==> src/rtl/tri_bus_pkg.sv <==
// Shared types and constants for the tri-state bus receiver.
// Latency: n/a (declarations only).
// Backpressure: n/a.
package tri_bus_pkg;

  localparam int TRI_DATA_W = 8;
  localparam int TRI_DEPTH  = 4;

  typedef enum logic [1:0] {
    IDLE    = 2'd0,
    SETTLE  = 2'd1,
    CAPTURE = 2'd2
  } rx_state_t;

  // Fill-level width: must represent 0..depth inclusive.
  function automatic int cnt_w(input int depth);
    return $clog2(depth) + 1;
  endfunction

endpackage

==> src/rtl/rx_sync_fifo.sv <==
// Synchronous FIFO with registered storage and no fall-through.
// Latency: a pushed word is visible at the head one cycle after the push edge.
// Backpressure: push while full without pop is refused; push+pop when full both happen.
module rx_sync_fifo
  import tri_bus_pkg::*;
#(
  parameter int DATA_W = TRI_DATA_W,
  parameter int DEPTH  = TRI_DEPTH
) (
  input  logic                    i_clk,
  input  logic                    i_rst_n,
  input  logic                    i_push,
  input  logic [DATA_W-1:0]       i_push_dat,
  input  logic                    i_pop,
  output logic [DATA_W-1:0]       o_head_dat,
  output logic                    o_full,
  output logic                    o_empty,
  output logic [$clog2(DEPTH):0]  o_count
);

  localparam int AW = $clog2(DEPTH);
  localparam int CW = cnt_w(DEPTH);
  localparam logic [CW-1:0] FULL_LVL = CW'(DEPTH);

  logic [DATA_W-1:0] r_mem [DEPTH];
  logic [AW-1:0]     r_wr_ptr;
  logic [AW-1:0]     r_rd_ptr;
  logic [CW-1:0]     r_count;

  logic w_full;
  logic w_empty;
  logic w_pop;
  logic w_push;

  assign w_full  = (r_count == FULL_LVL);
  assign w_empty = (r_count == '0);
  // A pop on a full FIFO frees the slot the concurrent push will use.
  assign w_pop   = i_pop & ~w_empty;
  assign w_push  = i_push & (~w_full | w_pop);

  // Storage, pointers and fill level; pointers wrap naturally at DEPTH (power of 2).
  always_ff @(posedge i_clk) begin
    if (!i_rst_n) begin
      r_wr_ptr <= '0;
      r_rd_ptr <= '0;
      r_count  <= '0;
      for (int i = 0; i < DEPTH; i++) r_mem[i] <= '0;
    end else begin
      if (w_push) begin
        r_mem[r_wr_ptr] <= i_push_dat;
        r_wr_ptr        <= r_wr_ptr + 1'b1;
      end
      if (w_pop) r_rd_ptr <= r_rd_ptr + 1'b1;
      if (w_push && !w_pop)      r_count <= r_count + 1'b1;
      else if (w_pop && !w_push) r_count <= r_count - 1'b1;
    end
  end

  // Head is forced to zero when empty so stale words never appear on the output.
  assign o_head_dat = w_empty ? '0 : r_mem[r_rd_ptr];
  assign o_full     = w_full;
  assign o_empty    = w_empty;
  assign o_count    = r_count;

endmodule

==> src/rtl/tri_state_bus_receiver.sv <==
// Receiver for the shared tri-state bus: samples while enabled, skips turnaround, buffers words.
// Latency: bus value changing at edge N is on rx_data_out after edge N+2 (plus one per settle cycle, first word only).
// Backpressure: bus_hold_out rises one cycle after fill >= HOLD_THRESH; words arriving when full are dropped (sticky overflow).
module tri_state_bus_receiver
  import tri_bus_pkg::*;
#(
  parameter int DATA_W      = TRI_DATA_W,
  parameter int DEPTH       = TRI_DEPTH,
  parameter int SETTLE_CYC  = 1,
  parameter int HOLD_THRESH = DEPTH - 1
) (
  input  logic                    clk_in,
  input  logic                    rst_n_in,
  input  logic [DATA_W-1:0]       bus_data_in,
  input  logic                    bus_en_in,
  output logic                    bus_hold_out,
  output logic [DATA_W-1:0]       rx_data_out,
  output logic                    rx_valid_out,
  input  logic                    rx_ready_in,
  output logic                    overflow_out,
  output logic [$clog2(DEPTH):0]  fifo_count_out
);

  localparam int CW = cnt_w(DEPTH);
  localparam logic [CW-1:0] HOLD_LVL = CW'(HOLD_THRESH);
  // The IDLE cycle that detects the enable rise is itself the first ignored cycle,
  // so the SETTLE state only has to cover the remaining SETTLE_CYC-1 cycles.
  localparam logic [3:0] SETTLE_LOAD = (SETTLE_CYC > 1) ? 4'(SETTLE_CYC - 1) : 4'd0;

  logic [DATA_W-1:0] r_data;
  logic              r_en;
  rx_state_t         r_state;
  rx_state_t         w_state_nxt;
  logic [3:0]        r_cnt;
  logic              r_hold;
  logic              r_ovf;

  logic              w_push;
  logic              w_pop;
  logic              w_full;
  logic              w_empty;
  logic [CW-1:0]     w_count;
  logic [DATA_W-1:0] w_head;

  // Register the bus and its enable once before any decision is made.
  always_ff @(posedge clk_in) begin
    if (!rst_n_in) begin
      r_data <= '0;
      r_en   <= 1'b0;
    end else begin
      r_data <= bus_data_in;
      r_en   <= bus_en_in;
    end
  end

  // FSM state register.
  always_ff @(posedge clk_in) begin
    if (!rst_n_in) r_state <= IDLE;
    else           r_state <= w_state_nxt;
  end

  // Settle counter: loaded on the enable rise, counts down through SETTLE.
  always_ff @(posedge clk_in) begin
    if (!rst_n_in)                      r_cnt <= '0;
    else if (r_state == IDLE && r_en)   r_cnt <= SETTLE_LOAD;
    else if (r_state == SETTLE)         r_cnt <= r_cnt - 1'b1;
  end

  // Next-state logic driven by the registered enable.
  always_comb begin
    w_state_nxt = r_state;
    case (r_state)
      IDLE:    if (r_en) w_state_nxt = (SETTLE_CYC <= 1) ? CAPTURE : SETTLE;
      SETTLE: begin
        if (!r_en)              w_state_nxt = IDLE;
        else if (r_cnt == 4'd1) w_state_nxt = CAPTURE;
      end
      CAPTURE: if (!r_en) w_state_nxt = IDLE;
      default: w_state_nxt = IDLE;
    endcase
  end

  // Output logic: which cycles push the registered bus word.
  always_comb begin
    w_push = 1'b0;
    case (r_state)
      IDLE:    w_push = r_en && (SETTLE_CYC == 0);
      CAPTURE: w_push = r_en;
      default: w_push = 1'b0;
    endcase
  end

  assign w_pop = ~w_empty & rx_ready_in;

  rx_sync_fifo #(
    .DATA_W (DATA_W),
    .DEPTH  (DEPTH)
  ) u_fifo (
    .i_clk      (clk_in),
    .i_rst_n    (rst_n_in),
    .i_push     (w_push),
    .i_push_dat (r_data),
    .i_pop      (w_pop),
    .o_head_dat (w_head),
    .o_full     (w_full),
    .o_empty    (w_empty),
    .o_count    (w_count)
  );

  // Hold request follows the fill level with one register of delay; overflow is sticky.
  always_ff @(posedge clk_in) begin
    if (!rst_n_in) begin
      r_hold <= 1'b0;
      r_ovf  <= 1'b0;
    end else begin
      r_hold <= (w_count >= HOLD_LVL);
      r_ovf  <= r_ovf | (w_push & w_full & ~w_pop);
    end
  end

  assign bus_hold_out   = r_hold;
  assign overflow_out   = r_ovf;
  assign rx_data_out    = w_head;
  assign rx_valid_out   = ~w_empty;
  assign fifo_count_out = w_count;

endmodule
==> config.mk <==
export PLATFORM = sky130hd
export DESIGN_NAME = tri_state_bus_receiver
export DESIGN_NICKNAME = d
export VERILOG_FILES = /design/src/rtl/tri_bus_pkg.sv /design/src/rtl/rx_sync_fifo.sv /design/src/rtl/tri_state_bus_receiver.sv
export SDC_FILE = /design/constraint.sdc
export NUM_CORES = 1
export LEC_CHECK = 0
export CAP_MARGIN = 20
export CORE_MARGIN = 1
export CORE_UTILIZATION = 40
export DETAILED_ROUTE_END_ITERATION = 8
export GPL_TIMING_DRIVEN = 0
export PLACE_DENSITY_LB_ADDON = 0.05
export SETUP_SLACK_MARGIN = 0.15
export SYNTH_ARGS = -nofsm -noshare
export SYNTH_HDL_FRONTEND = slang
export SYNTH_SLANG_ARGS = --single-unit
==> constraint.sdc <==
create_clock -name clk_in -period 3.8 [get_ports clk_in]
set_clock_uncertainty 0.2 [all_clocks]
set_input_delay 1.14 -clock clk_in [delete_from_list [all_inputs] [get_ports clk_in]]
set_output_delay 1.14 -clock clk_in [all_outputs]
set_load 0.01 [all_outputs]
Word level (Yosys, flattened, before mapping)
Memory sizes are Yosys's and may differ from the RTL's. A register that Yosys moved wholly into a read port is not among the register bits. Index checks and enable logic that the tools add are counted. W data, S select, Z words.

$add $sub $neg: 5. Magnitude comparators: 1. Equality and inequality tests: 7. Multiplexer cells: 18. Bitwise logic cells: 11. Reduce and logical (&&, ||, !) cells: 11.

Operators with widths (count): $mux W8 (2); $mux W2 (7); $reduce_or A8 Y1 (1); $mux W1 (6); $mux W3 (2); $pmux W2 S3 (1); $and A1 B1 Y1 (5); $add A2 B1 Y2 const B (2); $eq A4 B1 Y1 const B (1); $ne A2 B2 Y1 const B (2); $not A1 Y1 (4); $sub A4 B1 Y4 const B (1); $add A3 B1 Y3 const B (1); $eq A3 B3 Y1 const B (1); $ge A3 B2 Y1 const B (1); $logic_and A1 B1 Y1 (3); $logic_not A3 Y1 (1); $ne A3 B2 Y1 const B (1); $reduce_and A3 Y1 (1); $sub A3 B1 Y3 const B (1); $eq A2 B1 Y1 const B (1); $eq A2 B2 Y1 const B (1); $logic_not A1 Y1 (2); $logic_not A2 Y1 (1); other kinds (3) (4).

Flip-flop bits (word level): 24. Memory bits (writable): 32. Input port bits: 12. Output and inout bits: 14. Logic and storage cells: 63. Memories kept: 1.

Memory list: u_fifo.r_mem (depth 4, bits a word 8, read ports 1, clocked after memory_dff 1, write ports 4, RTL line rx_sync_fifo.sv:25) `logic [DATA_W-1:0] r_mem [DEPTH];`.

Logic depth before layout (Yosys ltp)
Word-level depth: 11. Depth in mapped cells: 9. Depth with buffers taken out: 9.

Modules after synthesis
A second synthesis with hierarchy kept.

Cells, all modules: 168. Area total of the unflattened synthesis: 2258.4 sq um.

By module, submodules not included: rx_sync_fifo (times used 1, cells each 136, area each 1885.6 sq um, seq. area each 1141.1 sq um); tri_state_bus_receiver (times used 1, cells each 32, area each 372.9 sq um, seq. area each 240.2 sq um).

Worst setup path before layout
OpenSTA, ideal clock, no wires.

Kind: input-to-reg. From: input port rx_ready_in. To: register u_fifo.r_count[2], in the netlist u_fifo.o_count[2]. Library setup time: 0.072 ns. Data arrival time: 2.700 ns. Required time: 3.528 ns. Slack: 0.827 ns. Cell stages on the path: 8. Path buffers: 0. Cell sequence: nor4b_4 > nor2_1 > ha_1 > inv_1 > fa_1 > xor2_1 > or3_1 > a21oi_1.

Longest elaborated chain between the ends: 7. Elaborated cells between the ends (all ways): 10. Those cells by class: mux: 1; bitwise: 4; reduce/logical: 5.

RTL lines: from (decl) (RTL line tri_state_bus_receiver.sv:19) `input logic rx_ready_in,`; $and A1 B1 Y1 (*) (RTL line tri_state_bus_receiver.sv:93) `assign w_pop = ~w_empty & rx_ready_in;`; $and A1 B1 Y1 (*) (RTL line rx_sync_fifo.sv:38) `assign w_pop = i_pop & ~w_empty;`; $or A1 B1 Y1 (*) (RTL line rx_sync_fifo.sv:39) `assign w_push = i_push & (~w_full | w_pop);`; $and A1 B1 Y1 (*) (RTL line rx_sync_fifo.sv:39); net u_fifo.w_push (RTL line rx_sync_fifo.sv:33) `logic w_push;`; $logic_not A1 Y1 (RTL line rx_sync_fifo.sv:55) `else if (w_pop && !w_push) r_count <= r_count - 1'b1;`; $logic_and A1 B1 Y1 (RTL line rx_sync_fifo.sv:55); $reduce_bool A2 Y1 (no line); to (signal assigned) (RTL line rx_sync_fifo.sv:54) `if (w_push && !w_pop) r_count <= r_count + 1'b1;`; to (signal assigned) (RTL line rx_sync_fifo.sv:55); to (decl) (RTL line rx_sync_fifo.sv:28) `logic [CW-1:0] r_count;`.

Mark *: on every way through the listed nets, which the timed path passes. The rest lies on a longest branch. A chain may end at the register's enable or synchronous reset.

Final worst setup path
Same ends and word-level chain as after synthesis.

==> key figures <==
Run status
  • Result of the run: complete, no violations

Yosys
  • Yosys warnings: 0
  • Share of synthesized registers carrying an async set or reset: 0%
  • Number of distinct standard cells referenced by the synthesized netlist: 26
  • Leading register cell type out of synthesis: sky130_fd_sc_hd__edfxtp_1
  • Number of flops mapped to enable cells by yosys: 32
  • Proportion of synthesized chip area in sequential cells: 62.6%
  • Post-Synthesis Cell Area: 2210 um^2
  • Synthesized netlist cell count: 163
  • Synthesized area per cell: 13.5 um^2
  • Post-synthesis sequential element count: 53
  • Net count after synthesis: 178

Power
  • Clock power frac: 26.2%
  • Net load switching power: 0.400 mW
  • Power density of the placed cells: 540 nW/um^2
  • Switching power share of the total: 27.6%
  • Maximum vdd drop: 0.229 mV
  • Proportion of power drawn by flip-flops and latches: 48.1%
  • Total internal power: 1.05 mW
  • Gate power share: 25.7%
  • Leakage Power: 0.994 nW

Timing
  • Tmin final: 3.50 ns
  • Final number of hold-violating endpoints: 0
  • Unrepaired setup endpoints after global routing: false
  • Tcrit/Tclk final: 92.2%
  • Max-slew violations: 0
  • Least setup slack across all paths after layout: 0.298 ns
  • Max-slew headroom at the worst pin: 35.5%
  • Number of setup violations in the final report: 0
  • Aggregate negative setup slack: 0 ns
  • Maximum operating frequency: 286 MHz
  • Slew at the pin with the worst max-slew slack: 0.961 ns

Placement
  • Worst Setup Slack post-DPL: -0.218 ns
  • Routability-driven placement congestion ratio: 0.729
  • Number of buffers inserted by port buffering: 25
  • HPWL reported at the end of detailed placement: 2.77 mm

Critical path
  • Type of the worst setup path: in2reg
  • Cells traversed along the worst timing path: clkdlybuf4s50_1, nor4b_4, nor2_2, ha_1, inv_1, fa_1, xor2_1, or3_1, a21oi_1
  • Logic depth of the worst register-to-register path: 9
  • Data required time of the worst path: 3.83 ns
  • Crit path arrival time: 3.53 ns
  • Critical path buffer and inverter count: 2
  • Worst Setup End Kind: flip-flop
  • Launching element type of the critical path: primary input
  • R2R Path Start: r_state[1]$_SDFFE_PN0P_
  • Crit-path max FO: 9
  • Cell at the slowest stage of the critical path: sky130_fd_sc_hd__clkdlybuf4s50_1
  • Reg2Reg Setup Slack: 1.11 ns
  • Cell family contributing the most delay on the critical path: simple AND/OR/NAND/NOR gates
  • Slowest cell delay on critical path: 0.56 ns
  • Capturing point of the worst reg2reg path: u_fifo.o_count[2]$_SDFFE_PN0P_

Min path
  • Path type of the worst min-delay path: reg2reg
  • Origin of the worst min-delay path: overflow_out$_SDFF_PN0_
  • WHS Path Cells: 2
  • Terminating pin of the worst hold path: overflow_out$_SDFF_PN0_

Drt
  • Detail Route Antenna Nets: 0
  • Vias: 1309
  • Routed wirelength normalized by instance count: 15.4 um
  • Via density per instance: 4.87
  • Number of detailed-route iterations in the first pass: 4
  • Count of routing violations after the opening detailed-route iteration: 102
  • Final routed DRC violation total: 0
  • Final WL: 4.15 mm

Die
  • Overall die width: 76.3 um
  • Initial Utilization: 42.4%
  • Num ports: 26
  • Number of rows created at floorplan: 26
  • Die height: 76.3 um
  • Die Outline Area: 5820 um^2
  • Area of the core: 5200 um^2

Layout
  • Leading cell type in the layout, fill and taps excluded: sky130_fd_sc_hd__and2_1
  • Leading cell types in the layout, fill and taps excluded: sky130_fd_sc_hd__and2_1, sky130_fd_sc_hd__edfxtp_1, sky130_fd_sc_hd__clkdlybuf4s50_1
  • # diodes: 0
  • Layout filler cell count: 465
  • Synthesis-to-layout area growth: 21.8%
  • NumNets Final: 213
  • Fraction of final layout cells sized beyond drive strength 1: 13.1%

Clock network
  • Clock transition at the registers of the reported paths: 0.09 ns
  • Clock buffer count from CTS: 5
  • Buffer cell driving the clock tree root: sky130_fd_sc_hd__clkbuf_8
  • CTS tree: done
  • Hold-fix buffers, CTS: 0
  • Clock latency at the later pin of the worst-skew pair: 0.30 ns
  • Depth of the CTS H-tree: 2
  • Bufs on Longest Clock Path: 2
  • Number of clock sinks: 53

Flow run
  • Max cap viols: 0

Global route
  • Initial antenna violation count: 0
  • GR Overflow Total: 0
  • Largest net degree at the start of global routing: 18
  • First-pass GRT wire length: 6.80 mm
  • Number of global-route vias before repair: 1322
  • Global Route Usage Sum: 15.8%
[through the flow]
step / utilization, % / power (mW) / std cells / area, um^2 / hold WS, ns
6_report: 51.6 / 1.45 / 269 / 2690 / 0.293
5_1_grt: 51.6 / 1.53 / 269 / 2690 / 0.331
4_1_cts: 51.4 / 1.47 / 267 / 2670 / 0.289
3_5_place_dp: 49.1 / 1.09 / 259 / 2560 / 0.267
3_3_place_gp: 48.9 / 1.08 / 258 / 2540 / 0.252
2_1_floorplan: - / 0.924 / 163 / 2210 / 0.259
[Yosys cell counts, types with 3 or more instances]
library cell / count / area share, %
sky130_fd_sc_hd__and2_1: 33 / 9.4
sky130_fd_sc_hd__edfxtp_1: 32 / 44
sky130_fd_sc_hd__dfxtp_1: 21 / 19
sky130_fd_sc_hd__nor2_1: 9 / 1.5
sky130_fd_sc_hd__and3_1: 8 / 2.3
sky130_fd_sc_hd__mux4_2: 8 / 8.2
sky130_fd_sc_hd__nor2b_1: 8 / 2.3
sky130_fd_sc_hd__a21oi_1: 5 / 1.1
sky130_fd_sc_hd__o21ai_0: 5 / 1.1
sky130_fd_sc_hd__clkbuf_1: 4 / 0.68
sky130_fd_sc_hd__inv_1: 4 / 0.68
sky130_fd_sc_hd__nand2_1: 3 / 0.51
sky130_fd_sc_hd__o31ai_1: 3 / 1.0
sky130_fd_sc_hd__or3_1: 3 / 0.85
sky130_fd_sc_hd__xor2_1: 3 / 1.2
[power groups by stage]
| stage | registers (mW) | clock network [mW] | logic [mW] |
|---|---|---|---|
| global route | 0.705 | 0.410 | 0.413 |
| floorplan | 0.709 | 0 | 0.215 |
| detailed placement | 0.712 | 0 | 0.375 |
| finish | 0.698 | 0.380 | 0.374 |
| CTS | 0.699 | 0.395 | 0.378 |
| global placement | 0.708 | 0 | 0.368 |
[sequential cells by signal, summed over array words and instances, names as in the netlist, named ones only]
register / flops
r_en: 1
u_fifo.r_wr_ptr: 2
u_fifo.o_count: 3
u_fifo.r_mem: 32
u_fifo.r_rd_ptr: 2
bus_hold_out: 1
overflow_out: 1
r_state: 1
r_data: 8
[cells by family after synthesis]
family                   count (synthesis)  share of synthesized area (%)
multiplexers                             9                           8.62
buffers and inverters                   10                           1.76
AO/OA/AOI/OAI                           14                           3.63
XOR/XNOR                                 4                           1.59
flip-flops                              53                           62.6
AND/OR/NAND/NOR                         70                           19.7
adder cells (fa/ha/maj)                  3                           2.04
[what timing repair did]
| action | 4_1_cts | 5_1_grt |
|---|---|---|
| pin swaps | 0 | 1 |
| resized for setup | 1 | 2 |
| buffers inserted | 0 | 1 |
| setup endpoints to repair | 1 | 2 |
[layout make-up]
class,count,area (um^2),share of cell area [%]
Tap cell,70,87.6,3.26
Clock inverter,3,46.3,1.72
Clock buffer,5,68.8,2.56
Multi-Input combinational cell,100,793,29.5
Buffer,5,21.3,0.791
Timing Repair Buffer,28,270,10.1
Inverter,5,18.8,0.698
Sequential cell,53,1380,51.4
[routing by layer]
metal	share of wire [%]	routed length (um)	up-vias	GRT usage [%]
met3	5.3	221	5	4.79
met4	0.87	36	0	4.62
met2	49	2050	29	26.8
met5	0	0	-	0
li1	-	-	651	-
met1	44	1850	624	19.3
[worst max-delay path by stage]
stage,start,end,slack (ns),depth (start not counted)
finish,rx_ready_in,u_fifo.o_count[2]$_SDFFE_PN0P_,0.30,9
global route,rx_ready_in,u_fifo.o_count[2]$_SDFFE_PN0P_,0.19,9
CTS,u_fifo.o_count[0]$_SDFFE_PN0P_,rx_data_out[0],0.28,4
detailed placement,rx_ready_in,u_fifo.o_count[2]$_SDFFE_PN0P_,-0.22,9
global placement,rx_ready_in,u_fifo.o_count[2]$_SDFFE_PN0P_,-0.16,9
floorplan,rx_ready_in,u_fifo.o_count[2]$_SDFFE_PN0P_,0.83,8
[worst reg2reg max path, stage by stage (launching register included)]
cell and delay (ns):
sky130_fd_sc_hd__dfxtp_1 0.36, sky130_fd_sc_hd__ha_1 0.20, sky130_fd_sc_hd__inv_1 0.12, sky130_fd_sc_hd__nor2_2 0.43, sky130_fd_sc_hd__ha_1 0.28, sky130_fd_sc_hd__inv_1 0.06, sky130_fd_sc_hd__fa_1 0.38, sky130_fd_sc_hd__xor2_1 0.16
sky130_fd_sc_hd__or3_1 0.30, sky130_fd_sc_hd__a21oi_1 0.14
Note: power is estimated with default switching activity, not from simulation.
